--- src/rtl/multicycle_controller_if.sv ---
// Control bus between the multicycle controller and its datapath.
// The datapath side (master) supplies instruction fields and ALU flags.
// The controller side (slave) returns the control word and the current state.
interface multicycle_controller_if;
  logic [6:0] opcode;
  logic [2:0] funct3;
  logic       funct7b5;
  logic       zero;
  logic       slt_check;
  logic [2:0] alu_sel;
  logic [1:0] alu_src_a;
  logic [1:0] alu_src_b;
  logic [1:0] result_src;
  logic [2:0] imm_src;
  logic       adr_src;
  logic       ir_write;
  logic       pc_write;
  logic       mem_write;
  logic       reg_write;
  logic [3:0] state;

  modport master (
    output opcode, funct3, funct7b5, zero, slt_check,
    input  alu_sel, alu_src_a, alu_src_b, result_src, imm_src,
           adr_src, ir_write, pc_write, mem_write, reg_write, state
  );

  modport slave (
    input  opcode, funct3, funct7b5, zero, slt_check,
    output alu_sel, alu_src_a, alu_src_b, result_src, imm_src,
           adr_src, ir_write, pc_write, mem_write, reg_write, state
  );
endinterface

--- src/rtl/multicycle_controller.sv ---
// Multicycle RISC-V style main controller: an FSM that sequences fetch,
// decode, execute, memory and writeback, plus combinational ALU and
// immediate-format decoders.
module multicycle_controller (
  input logic                    clk,
  input logic                    rst_n,
  multicycle_controller_if.slave bus
);
  localparam logic [6:0] OP_LW  = 7'b0000011;
  localparam logic [6:0] OP_SW  = 7'b0100011;
  localparam logic [6:0] OP_R   = 7'b0110011;
  localparam logic [6:0] OP_I   = 7'b0010011;
  localparam logic [6:0] OP_BR  = 7'b1100011;
  localparam logic [6:0] OP_JAL = 7'b1101111;

  typedef enum logic [3:0] {
    FETCH     = 4'd0,
    DECODE    = 4'd1,
    MEM_ADR   = 4'd2,
    MEM_READ  = 4'd3,
    MEM_WB    = 4'd4,
    MEM_WRITE = 4'd5,
    EXEC_R    = 4'd6,
    ALU_WB    = 4'd7,
    EXEC_I    = 4'd8,
    JAL       = 4'd9,
    BRANCH    = 4'd10
  } state_t;

  state_t     state_reg, state_next;
  logic [2:0] alu_sel, imm_src, alu_dec;
  logic [1:0] alu_src_a, alu_src_b, result_src;
  logic       adr_src, ir_write, pc_write, mem_write, reg_write;
  logic       use_sub;
  logic       branch_taken;

  // State register; reset lands on FETCH immediately, without a clock edge.
  always_ff @(posedge clk or negedge rst_n) begin
    if (!rst_n) state_reg <= FETCH;
    else        state_reg <= state_next;
  end

  // ALU operation from funct3; subtract only for R-type with funct7b5 set.
  always_comb begin
    use_sub = (state_reg == EXEC_R) && bus.funct7b5;
    case (bus.funct3)
      3'b000:  alu_dec = use_sub ? 3'b001 : 3'b000;
      3'b111:  alu_dec = 3'b010;
      3'b110:  alu_dec = 3'b011;
      3'b010:  alu_dec = 3'b100;
      3'b100:  alu_dec = 3'b101;
      default: alu_dec = 3'b000;
    endcase
  end

  // Branch condition from funct3 and the ALU flags.
  always_comb begin
    case (bus.funct3)
      3'b000:  branch_taken = bus.zero;
      3'b001:  branch_taken = ~bus.zero;
      3'b100:  branch_taken = bus.slt_check;
      3'b101:  branch_taken = ~bus.slt_check;
      default: branch_taken = 1'b0;
    endcase
  end

  // Immediate format follows the opcode in every state.
  always_comb begin
    case (bus.opcode)
      OP_SW:   imm_src = 3'b001;
      OP_BR:   imm_src = 3'b010;
      OP_JAL:  imm_src = 3'b011;
      default: imm_src = 3'b000;
    endcase
  end

  // Next state and per-state control word; everything is zero unless a state sets it.
  always_comb begin
    state_next = FETCH;
    alu_sel    = 3'b000;
    alu_src_a  = 2'b00;
    alu_src_b  = 2'b00;
    result_src = 2'b00;
    adr_src    = 1'b0;
    ir_write   = 1'b0;
    pc_write   = 1'b0;
    mem_write  = 1'b0;
    reg_write  = 1'b0;
    case (state_reg)
      FETCH: begin
        state_next = DECODE;
        ir_write   = 1'b1;
        alu_src_b  = 2'b10;
        result_src = 2'b10;
        pc_write   = 1'b1;
      end
      DECODE: begin
        alu_src_a = 2'b01;
        alu_src_b = 2'b01;
        case (bus.opcode)
          OP_LW, OP_SW: state_next = MEM_ADR;
          OP_R:         state_next = EXEC_R;
          OP_I:         state_next = EXEC_I;
          OP_JAL:       state_next = JAL;
          OP_BR:        state_next = BRANCH;
          default:      state_next = FETCH;
        endcase
      end
      MEM_ADR: begin
        state_next = (bus.opcode == OP_LW) ? MEM_READ : MEM_WRITE;
        alu_src_a  = 2'b10;
        alu_src_b  = 2'b01;
      end
      MEM_READ: begin
        state_next = MEM_WB;
        adr_src    = 1'b1;
      end
      MEM_WB: begin
        result_src = 2'b01;
        reg_write  = 1'b1;
      end
      MEM_WRITE: begin
        adr_src   = 1'b1;
        mem_write = 1'b1;
      end
      EXEC_R: begin
        state_next = ALU_WB;
        alu_src_a  = 2'b10;
        alu_sel    = alu_dec;
      end
      EXEC_I: begin
        state_next = ALU_WB;
        alu_src_a  = 2'b10;
        alu_src_b  = 2'b01;
        alu_sel    = alu_dec;
      end
      ALU_WB: begin
        reg_write = 1'b1;
      end
      JAL: begin
        state_next = ALU_WB;
        alu_src_a  = 2'b01;
        alu_src_b  = 2'b10;
        pc_write   = 1'b1;
      end
      BRANCH: begin
        alu_src_a = 2'b10;
        alu_sel   = 3'b001;
        pc_write  = branch_taken;
      end
      default: state_next = FETCH;
    endcase
    // Held in reset the block sits in FETCH but must not strobe anything.
    if (!rst_n) begin
      alu_sel    = 3'b000;
      alu_src_a  = 2'b00;
      alu_src_b  = 2'b00;
      result_src = 2'b00;
      adr_src    = 1'b0;
      ir_write   = 1'b0;
      pc_write   = 1'b0;
      mem_write  = 1'b0;
      reg_write  = 1'b0;
    end
  end

  assign bus.alu_sel    = alu_sel;
  assign bus.alu_src_a  = alu_src_a;
  assign bus.alu_src_b  = alu_src_b;
  assign bus.result_src = result_src;
  assign bus.imm_src    = imm_src;
  assign bus.adr_src    = adr_src;
  assign bus.ir_write   = ir_write;
  assign bus.pc_write   = pc_write;
  assign bus.mem_write  = mem_write;
  assign bus.reg_write  = reg_write;
  assign bus.state      = state_reg;
endmodule

--- src/flat_wrapper.sv ---
// flat-port wrapper written by rule: the top's interface ports become plain ports
module multicycle_controller_flat 
  (clk, rst_n, bus_opcode, bus_funct3, bus_funct7b5, bus_zero, bus_slt_check, bus_alu_sel, bus_alu_src_a, bus_alu_src_b, bus_result_src, bus_imm_src, bus_adr_src, bus_ir_write, bus_pc_write, bus_mem_write, bus_reg_write, bus_state);
  multicycle_controller_if bus_i ();
  input logic clk;
  input logic rst_n;
  input wire logic [$bits(bus_i.opcode)-1:0] bus_opcode;
  input wire logic [$bits(bus_i.funct3)-1:0] bus_funct3;
  input wire logic [$bits(bus_i.funct7b5)-1:0] bus_funct7b5;
  input wire logic [$bits(bus_i.zero)-1:0] bus_zero;
  input wire logic [$bits(bus_i.slt_check)-1:0] bus_slt_check;
  output wire logic [$bits(bus_i.alu_sel)-1:0] bus_alu_sel;
  output wire logic [$bits(bus_i.alu_src_a)-1:0] bus_alu_src_a;
  output wire logic [$bits(bus_i.alu_src_b)-1:0] bus_alu_src_b;
  output wire logic [$bits(bus_i.result_src)-1:0] bus_result_src;
  output wire logic [$bits(bus_i.imm_src)-1:0] bus_imm_src;
  output wire logic [$bits(bus_i.adr_src)-1:0] bus_adr_src;
  output wire logic [$bits(bus_i.ir_write)-1:0] bus_ir_write;
  output wire logic [$bits(bus_i.pc_write)-1:0] bus_pc_write;
  output wire logic [$bits(bus_i.mem_write)-1:0] bus_mem_write;
  output wire logic [$bits(bus_i.reg_write)-1:0] bus_reg_write;
  output wire logic [$bits(bus_i.state)-1:0] bus_state;
  assign bus_i.opcode = bus_opcode;
  assign bus_i.funct3 = bus_funct3;
  assign bus_i.funct7b5 = bus_funct7b5;
  assign bus_i.zero = bus_zero;
  assign bus_i.slt_check = bus_slt_check;
  assign bus_alu_sel = bus_i.alu_sel;
  assign bus_alu_src_a = bus_i.alu_src_a;
  assign bus_alu_src_b = bus_i.alu_src_b;
  assign bus_result_src = bus_i.result_src;
  assign bus_imm_src = bus_i.imm_src;
  assign bus_adr_src = bus_i.adr_src;
  assign bus_ir_write = bus_i.ir_write;
  assign bus_pc_write = bus_i.pc_write;
  assign bus_mem_write = bus_i.mem_write;
  assign bus_reg_write = bus_i.reg_write;
  assign bus_state = bus_i.state;
  multicycle_controller u_core (.clk(clk), .rst_n(rst_n), .bus(bus_i));
endmodule
--- config.mk ---
export PLATFORM = sky130hd
export DESIGN_NAME = multicycle_controller_flat
export DESIGN_NICKNAME = d
export VERILOG_FILES = /design/src/rtl/multicycle_controller_if.sv /design/src/rtl/multicycle_controller.sv /design/src/flat_wrapper.sv
export SDC_FILE = /design/constraint.sdc
export NUM_CORES = 1
export LEC_CHECK = 0
export ABC_AREA = 1
export BUFFER_PORTS_ARGS = -buffer_cell sky130_fd_sc_hd__buf_2
export CAP_MARGIN = 20
export CORE_UTILIZATION = 38
export DETAILED_ROUTE_END_ITERATION = 6
export PLACE_DENSITY = 0.76
export SLEW_MARGIN = 20
export SYNTH_ARGS = -nofsm -noshare
export SYNTH_HDL_FRONTEND = slang
export SYNTH_SLANG_ARGS = --single-unit
--- constraint.sdc ---
create_clock -name clk -period 1.1 [get_ports clk]
set_clock_uncertainty 0.05 [all_clocks]
set_input_delay 0.275 -clock clk [delete_from_list [all_inputs] [get_ports clk]]
set_output_delay 0.275 -clock clk [all_outputs]
set_load 0.1 [all_outputs]
==> results.json, run 1 <==
{
  "status": "did not finish",
  "stop_stage": "detailed placement (3_5_place_dp)",
  "error_line": "[ERROR DPL-0038] Utilization greater than 100%, impossible to legalize",
  "synth_cells": 119,
  "ys_seq_elements": 4,
  "yosys_warnings": 0,
  "place_congestion": 0.900,
  "die_h_um": 41.5,
  "syn_nets": 134,
  "pin_count": 36,
  "numPortBuffers": 34,
  "synthesis.area_um2": 593,
  "start_util": 0.429,
  "ys_types": 16,
  "synth_seq_area_share": 0.169,
  "die_x_um": 41.5,
  "num_rows": 13,
  "syn_area_per_cell_um2": 4.98
}
==> per-stage QoR <==
stage | cell area, um2 | cells
after floorplan | 907 | 119
after global placement | 1550 | 188
==> cell families after synthesis <==
logic type             synth area share
DFF                               0.169
buffers and inverters             0.158
other                           0.00632
AOI/OAI and AO/OA                0.0380
and+or+nand+nor                   0.629
==> cells in the mapped netlist, drive strengths merged <==
master / instances / area, um2
a21oi: 2 / 10.0
buf: 2 / 15.0
conb: 1 / 3.75
dfrtp: 4 / 100
inv: 21 / 78.8
nand2: 42 / 160
nand3: 11 / 60.1
nor2: 29 / 126
nor3: 4 / 20.0
nor4: 1 / 6.26
o211ai: 1 / 7.51
o21ai: 1 / 5.00
==> run 2: changes to the inputs <==
Settings changed: CORE_AREA set to 2 2 63 65, CORE_UTILIZATION 38 to unset, DIE_AREA set to 0 0 65 67, PLACE_DENSITY 0.76 to unset, PLACE_DENSITY_LB_ADDON set to 0.15.
Clock period 1.1 ns to 1.43 ns, I/O delays scaled along.
==> run 2 against run 1 <==
  * The flow now finishes, with violations (negative setup slack)
  * Area after synthesis is the same
  * Synthesized cell count is the same
==> results.json, run 2 <==
{
  "yosys_warnings": 0,
  "cts_num_sinks": 4,
  "final_layout_size_suffix_gt1_frac": 0.747,
  "critical-path-top-delay-family": "flip-flops",
  "die_x_um": 65,
  "synthesis.area_um2": 593,
  "ys.flop_type": "dfrtp_1",
  "violations": "negative setup slack",
  "die_h_um": 67,
  "required_ns": 1.02,
  "leakage_nw": 0.875,
  "nFillCells": 328,
  "async_flop_share": 1.00,
  "core_area_um2": 3610,
  "cp_num_buf_inv": 2,
  "syn_area_per_cell_um2": 4.98,
  "numCtsBuffers": 3,
  "place_inst": 225,
  "cp-start-kind": "register",
  "area_growth_pct": 212,
  "pin_count": 36,
  "gr-usage-all-layers": 0.112,
  "p_int_uw": 984,
  "tritoncts": "built",
  "antenna_found_initial": 0,
  "instances_no_fill": 238,
  "critPathKind": "reg -> out",
  "stdcell_area_um2": 1850,
  "via_per_inst": 4.03,
  "power.total_mw": 2.15,
  "grt_pass1_vias": 957,
  "synth_cells": 119,
  "setup_slack_ns": -0.473,
  "crit_chain": "nor2_4 -> nand2_2 -> buf_6 -> a21oi_4 -> buf_12",
  "nNetsFinal": 207,
  "crit_path_top_delay_cell": "dfrtp_4",
  "switchingPower_mw": 1.16,
  "cts_max_level": 1,
  "n_antenna_cell": 0,
  "most-common-layout-cells": "buf_4, buf_12, nand2_1",
  "first_pass_iters": 3,
  "drt_iter0_markers": 6,
  "period_minus_slack_ns": 1.90,
  "clock.fmax_mhz": 525,
  "dpl_cell_area_um2": 1570,
  "path_clk_slew_ns": 0.03,
  "overflow": 0,
  "r2r-end": "u_core.bus.state[0]",
  "final-setup-viol-count": 20,
  "ys_top_cells_by_area": "nand2_1, dfrtp_1, nor2_1",
  "rrSetupSlack_ns": -0.02,
  "via_count": 960,
  "r2r_start": "u_core.bus.state[1]",
  "synth_seq_area_share": 0.169,
  "seqCellArea_um2": 115,
  "dieArea_um2": 4360,
  "status": "finished, violations left",
  "share_comb_of_total_power": 0.790,
  "synthDominantCellAreaShare": 0.259,
  "yosysMostFrequentCell": "nand2_1",
  "yosysTopAreaCell": "nand2_1",
  "ys_types": 16,
  "post-route-period-util": 1.33,
  "peakVddDrop_uv": 374,
  "start_util": 0.164,
  "layout_commonest_cell": "buf_4",
  "p_clk_frac": 0.109,
  "antenna_left": 0,
  "largest_reg_flops": 4,
  "num_rows": 22,
  "wl_per_cell_um": 10.1,
  "power_density_nw_per_um2": 1160,
  "pre_cts_slack_ns": -0.297,
  "multiInputGateArea_um2": 714,
  "finalMaxSlewViolations": 0,
  "cpPeakStageDelay_ns": 0.54,
  "grt_setup_unrepaired": "yes",
  "finalSetupTns_ns": -5.98,
  "p_seq_frac": 0.101,
  "switching_share": 0.541,
  "numPortBuffers": 34,
  "syn_nets": 134,
  "ys_seq_elements": 4,
  "dp_hpwl_um": 1940,
  "synth-edff-count": 0,
  "hold_viol": 0,
  "cp_max_fo": 7,
  "cts_root_buf": "clkbuf_8",
  "end_kind": "primary output",
  "cp.arrival_ns": 1.50,
  "clk_latency_ns": 0.21,
  "yosys-top-cells-count": "nand2_1, nor2_1, inv_1",
  "cap_violations": 0,
  "place_congestion": 0.740,
  "grt_max_degree": 8,
  "drt-total-wl_um": 2410,
  "grt_pass1_wl_um": 3880,
  "drcViolationCount": 0,
  "clockBufferDepth": 2,
  "r2r_cells": 8,
  "holdCritPathClass": "in -> async"
}
==> run 2: cell families (layout without fill, tap and decap cells) <==
| kind of cell | Yosys count | count (layout) | share of synthesized area |
|---|---|---|---|
| AO/OA/AOI/OAI | 4 | 4 | 0.0380 |
| flip-flops | 4 | 4 | 0.169 |
| buffers and inverters | 23 | 94 | 0.158 |
| AND/OR/NAND/NOR | 87 | 87 | 0.629 |
| other | 1 | 1 | 0.00632 |
==> run 2: worst max-delay path by stage <==
stage,startpoint,slack [ns],endpoint,cells past startpoint
2_1_floorplan,u_core.bus.state[2],-0.91,bus_result_src[0],4
3_3_place_gp,u_core.bus.state[3],-0.30,bus_adr_src,6
3_5_place_dp,u_core.bus.state[3],-0.30,bus_adr_src,6
4_1_cts,u_core.bus.state[0],-0.46,bus_pc_write,6
5_1_grt,u_core.bus.state[2],-0.53,bus_alu_sel[0],7
6_report,u_core.bus.state[0],-0.47,bus_alu_src_b[0],5
==> run 2: stage by stage <==
stage	util	hold slack [ns]
after floorplan	-	0.0119
after global placement	0.435	0.280
after detailed placement	0.435	0.268
after CTS	0.494	0.0443
after global routing	0.514	0.0569
final	0.514	0.0437
==> run 2: power by group through the flow <==
| stage | Combinational [mW] | Clock, mW | Sequential, mW |
|---|---|---|---|
| 5_1_grt | 1.76 | 0.246 | 0.223 |
| 6_report | 1.69 | 0.234 | 0.217 |
| 3_5_place_dp | 1.54 | 0 | 0.205 |
| 2_1_floorplan | 0.859 | 0 | 0.354 |
| 4_1_cts | 1.64 | 0.239 | 0.218 |
| 3_3_place_gp | 1.54 | 0 | 0.200 |
==> run 2: worst reg2reg max path: stages, from the launching register on <==
cell	delay, ns
dfrtp_4	0.52
inv_4	0.10
nand2_4	0.05
buf_6	0.12
buf_6	0.11
buf_6	0.11
nor2_4	0.12
nand3_2	0.08
o211ai_1	0.10
==> run 2: metal layers <==
layer | global-route usage | part of all wire | vias to the layer above
li1 | - | - | 507
met1 | 0.123 | 0.36 | 431
met2 | 0.210 | 0.57 | 22
met3 | 0.0287 | 0.063 | 0
met4 | 0.0346 | 0 | 0
met5 | 0 | 0 | -
==> run 2: final cells by class <==
cell class                      instances  share of cell area
Tap cell                               48              0.0324
Inverter                               21              0.0581
Multi-Input combinational cell         92               0.386
Sequential cell                         4              0.0621
Clock buffer                            3              0.0223
Timing Repair Buffer                   70               0.440
==> run 2: what timing repair did <==
item                                   in CTS  in global routing
buffers inserted                            8                  4
gates resized for setup                    33                 16
endpoints found under the hold margin       0                  0
pin swaps                                  20                 12
hold buffers                                0                  0
setup endpoints to repair                  20                 24
No activity file was read; power rests on OpenSTA's default activity.
==> run 3: changes to the inputs <==
Settings changed: ABC_AREA 1 to unset.
==> run 3 against run 2 <==
  * The flow still finishes with violations (negative setup slack)
  * Via count decreased by 12%
  * Die area unchanged
  * Combinational power about the same
  * Clock power about the same
  * First-iteration DRC count increased by 120%
  * Sequential power decreased by 20%
  * Sequential share of layout area increased by 0.25 points
  * Sequential cell count unchanged
  * Register-to-register slack got worse by 0.24 ns
  * Power decreased by 3.3%
==> results.json, run 3 <==
{
  "place_inst": 182,
  "stdcell_area_um2": 1780,
  "violations": "negative setup slack",
  "cts_num_sinks": 4,
  "cap_violations": 0,
  "r2r_start": "u_core.bus.state[0]",
  "gr-usage-all-layers": 0.113,
  "via_per_inst": 4.26,
  "antenna_found_initial": 0,
  "ys_seq_elements": 4,
  "ys_types": 34,
  "async_flop_share": 1.00,
  "cpPeakStageDelay_ns": 0.48,
  "final-setup-viol-count": 21,
  "final_layout_size_suffix_gt1_frac": 0.767,
  "peakVddDrop_uv": 521,
  "tritoncts": "built",
  "cts_root_buf": "clkbuf_8",
  "setup_slack_ns": -0.584,
  "clockBufferDepth": 2,
  "r2r_cells": 5,
  "cp_max_fo": 4,
  "dieArea_um2": 4360,
  "syn_nets": 95,
  "holdWs_ns": 0.0721,
  "cp-start-kind": "register",
  "grt_max_degree": 9,
  "grt_pass1_wl_um": 3840,
  "post-route-period-util": 1.41,
  "finalMaxSlewViolations": 0,
  "area_growth_pct": 207,
  "place_congestion": 0.734,
  "yosysTopAreaCell": "dfrtp_1",
  "r2r-end": "u_core.bus.state[2]",
  "drcViolationCount": 0,
  "start_util": 0.161,
  "critical-path-top-delay-family": "simple AND/OR/NAND/NOR gates",
  "path_clk_slew_ns": 0.03,
  "drt-total-wl_um": 2180,
  "numCtsBuffers": 3,
  "drt_iter0_markers": 13,
  "holdCritPathClass": "in -> async",
  "instances_no_fill": 198,
  "most-common-layout-cells": "buf_4, buf_12, buf_6",
  "grt_pass1_vias": 865,
  "synthDominantCellAreaShare": 0.172,
  "synthesis.area_um2": 581,
  "yosys_warnings": 0,
  "hold_viol": 0,
  "required_ns": 1.02,
  "num_rows": 22,
  "grt_setup_unrepaired": "yes",
  "cts_max_level": 1,
  "ys.flop_type": "dfrtp_1",
  "synth_seq_area_share": 0.172,
  "period_minus_slack_ns": 2.01,
  "largest_reg_flops": 4,
  "syn_area_per_cell_um2": 7.26,
  "status": "finished, violations left",
  "pre_cts_slack_ns": -0.383,
  "synth_cells": 80,
  "die_h_um": 67,
  "numPortBuffers": 34,
  "end_kind": "primary output",
  "dp_hpwl_um": 1760,
  "wl_per_cell_um": 11.0,
  "rrSetupSlack_ns": -0.26,
  "clk_latency_ns": 0.21,
  "dpl_cell_area_um2": 1490,
  "synth-edff-count": 0,
  "first_pass_iters": 2,
  "pin_count": 36,
  "cp.arrival_ns": 1.61,
  "die_x_um": 65,
  "critPathKind": "reg -> out",
  "leakage_nw": 0.737,
  "core_area_um2": 3610,
  "nNetsFinal": 167,
  "clock.fmax_mhz": 497,
  "power_density_nw_per_um2": 1160,
  "layout_commonest_cell": "buf_4",
  "ys_top_cells_by_area": "dfrtp_1, nor3_1, nand2_1",
  "antenna_left": 0,
  "yosys-top-cells-count": "nand2_1, nor3_1, nor2_1",
  "via_count": 844,
  "power.total_mw": 2.07,
  "overflow": 0,
  "crit_chain": "and2b_2 -> a21oi_1 -> o21ai_1 -> nor4b_4 -> buf_12",
  "crit_path_top_delay_cell": "dfrtp_4",
  "n_antenna_cell": 0,
  "cp_num_buf_inv": 1,
  "yosysMostFrequentCell": "nand2_1"
}
-- run 3: cell types whose count changed after synthesis, sizes merged, moves of 4 or more --
cell   previous run  this run
o21ai             1         6
nor2             29         7
nand2            42         9
nor2b             0         4
inv              21         2
nand3            11         2
nor3              4         8
-- run 3: area by class of cell --
type,count,area [um2]
flip-flops and latches,4,115
repair buffers,73,862
multi-input cells,68,696
clock buffers,3,41.3
fillers,337,1820
inverters,2,7.51
well taps,48,60.1
-- run 3: repair_timing --
| item | CTS | global route |
|---|---|---|
| buffers inserted | 10 | 6 |
| resized for setup | 30 | 11 |
| setup endpoints to repair | 22 | 23 |
| hold buffers | 1 | 0 |
| pin swaps | 12 | 6 |
| hold endpoints to repair | 2 | 0 |
-- run 3: metrics by stage --
stage	setup TNS [ns]	utilization
after floorplan	-14.05	-
after global placement	-4.52	0.414
after detailed placement	-4.59	0.414
after CTS	-7.92	0.480
after global routing	-8.77	0.494
final	-7.77	0.494
-- run 3: metal layers --
metal,global-route usage,part of all wire
met1,0.131,0.39
met2,0.204,0.53
met3,0.0152,0.059
met4,0.0559,0.012
met5,0,0
-- run 3: power breakdown --
part           internal, mW  switching, mW
combinational         0.713          0.956
clock                 0.179         0.0539
sequential            0.144         0.0288
-- run 3: kinds of logic (layout without fill, tap and decap cells) --
family | count (synthesis) | count (layout) | synth area share
simple gates | 47 | 47 | 0.491
xor+xnor | 5 | 5 | 0.0754
flops | 4 | 4 | 0.172
mux | 1 | 1 | 0.0172
compound gates | 14 | 14 | 0.151
other cells | 1 | 1 | 0.00646
buf+inv | 8 | 78 | 0.0862
-- run 3: worst max path at each step --
stage / from / end / slack (ns) / cells after the start
after floorplan: u_core.bus.state[0] / bus_result_src[1] / -1.46 / 4
after global placement: u_core.bus.state[2] / bus_alu_sel[0] / -0.35 / 5
after detailed placement: u_core.bus.state[2] / bus_alu_sel[0] / -0.38 / 5
after CTS: u_core.bus.state[2] / bus_alu_sel[0] / -0.60 / 5
after global routing: u_core.bus.state[2] / bus_alu_sel[0] / -0.67 / 5
final: u_core.bus.state[2] / bus_alu_sel[0] / -0.58 / 5
-- run 3: worst reg2reg max path: stages (launching register included) --
cell and delay, ns:
dfrtp_4 0.49, buf_6 0.14, buf_6 0.11, or4_4 0.43, o311ai_2 0.22, nand3_1 0.11
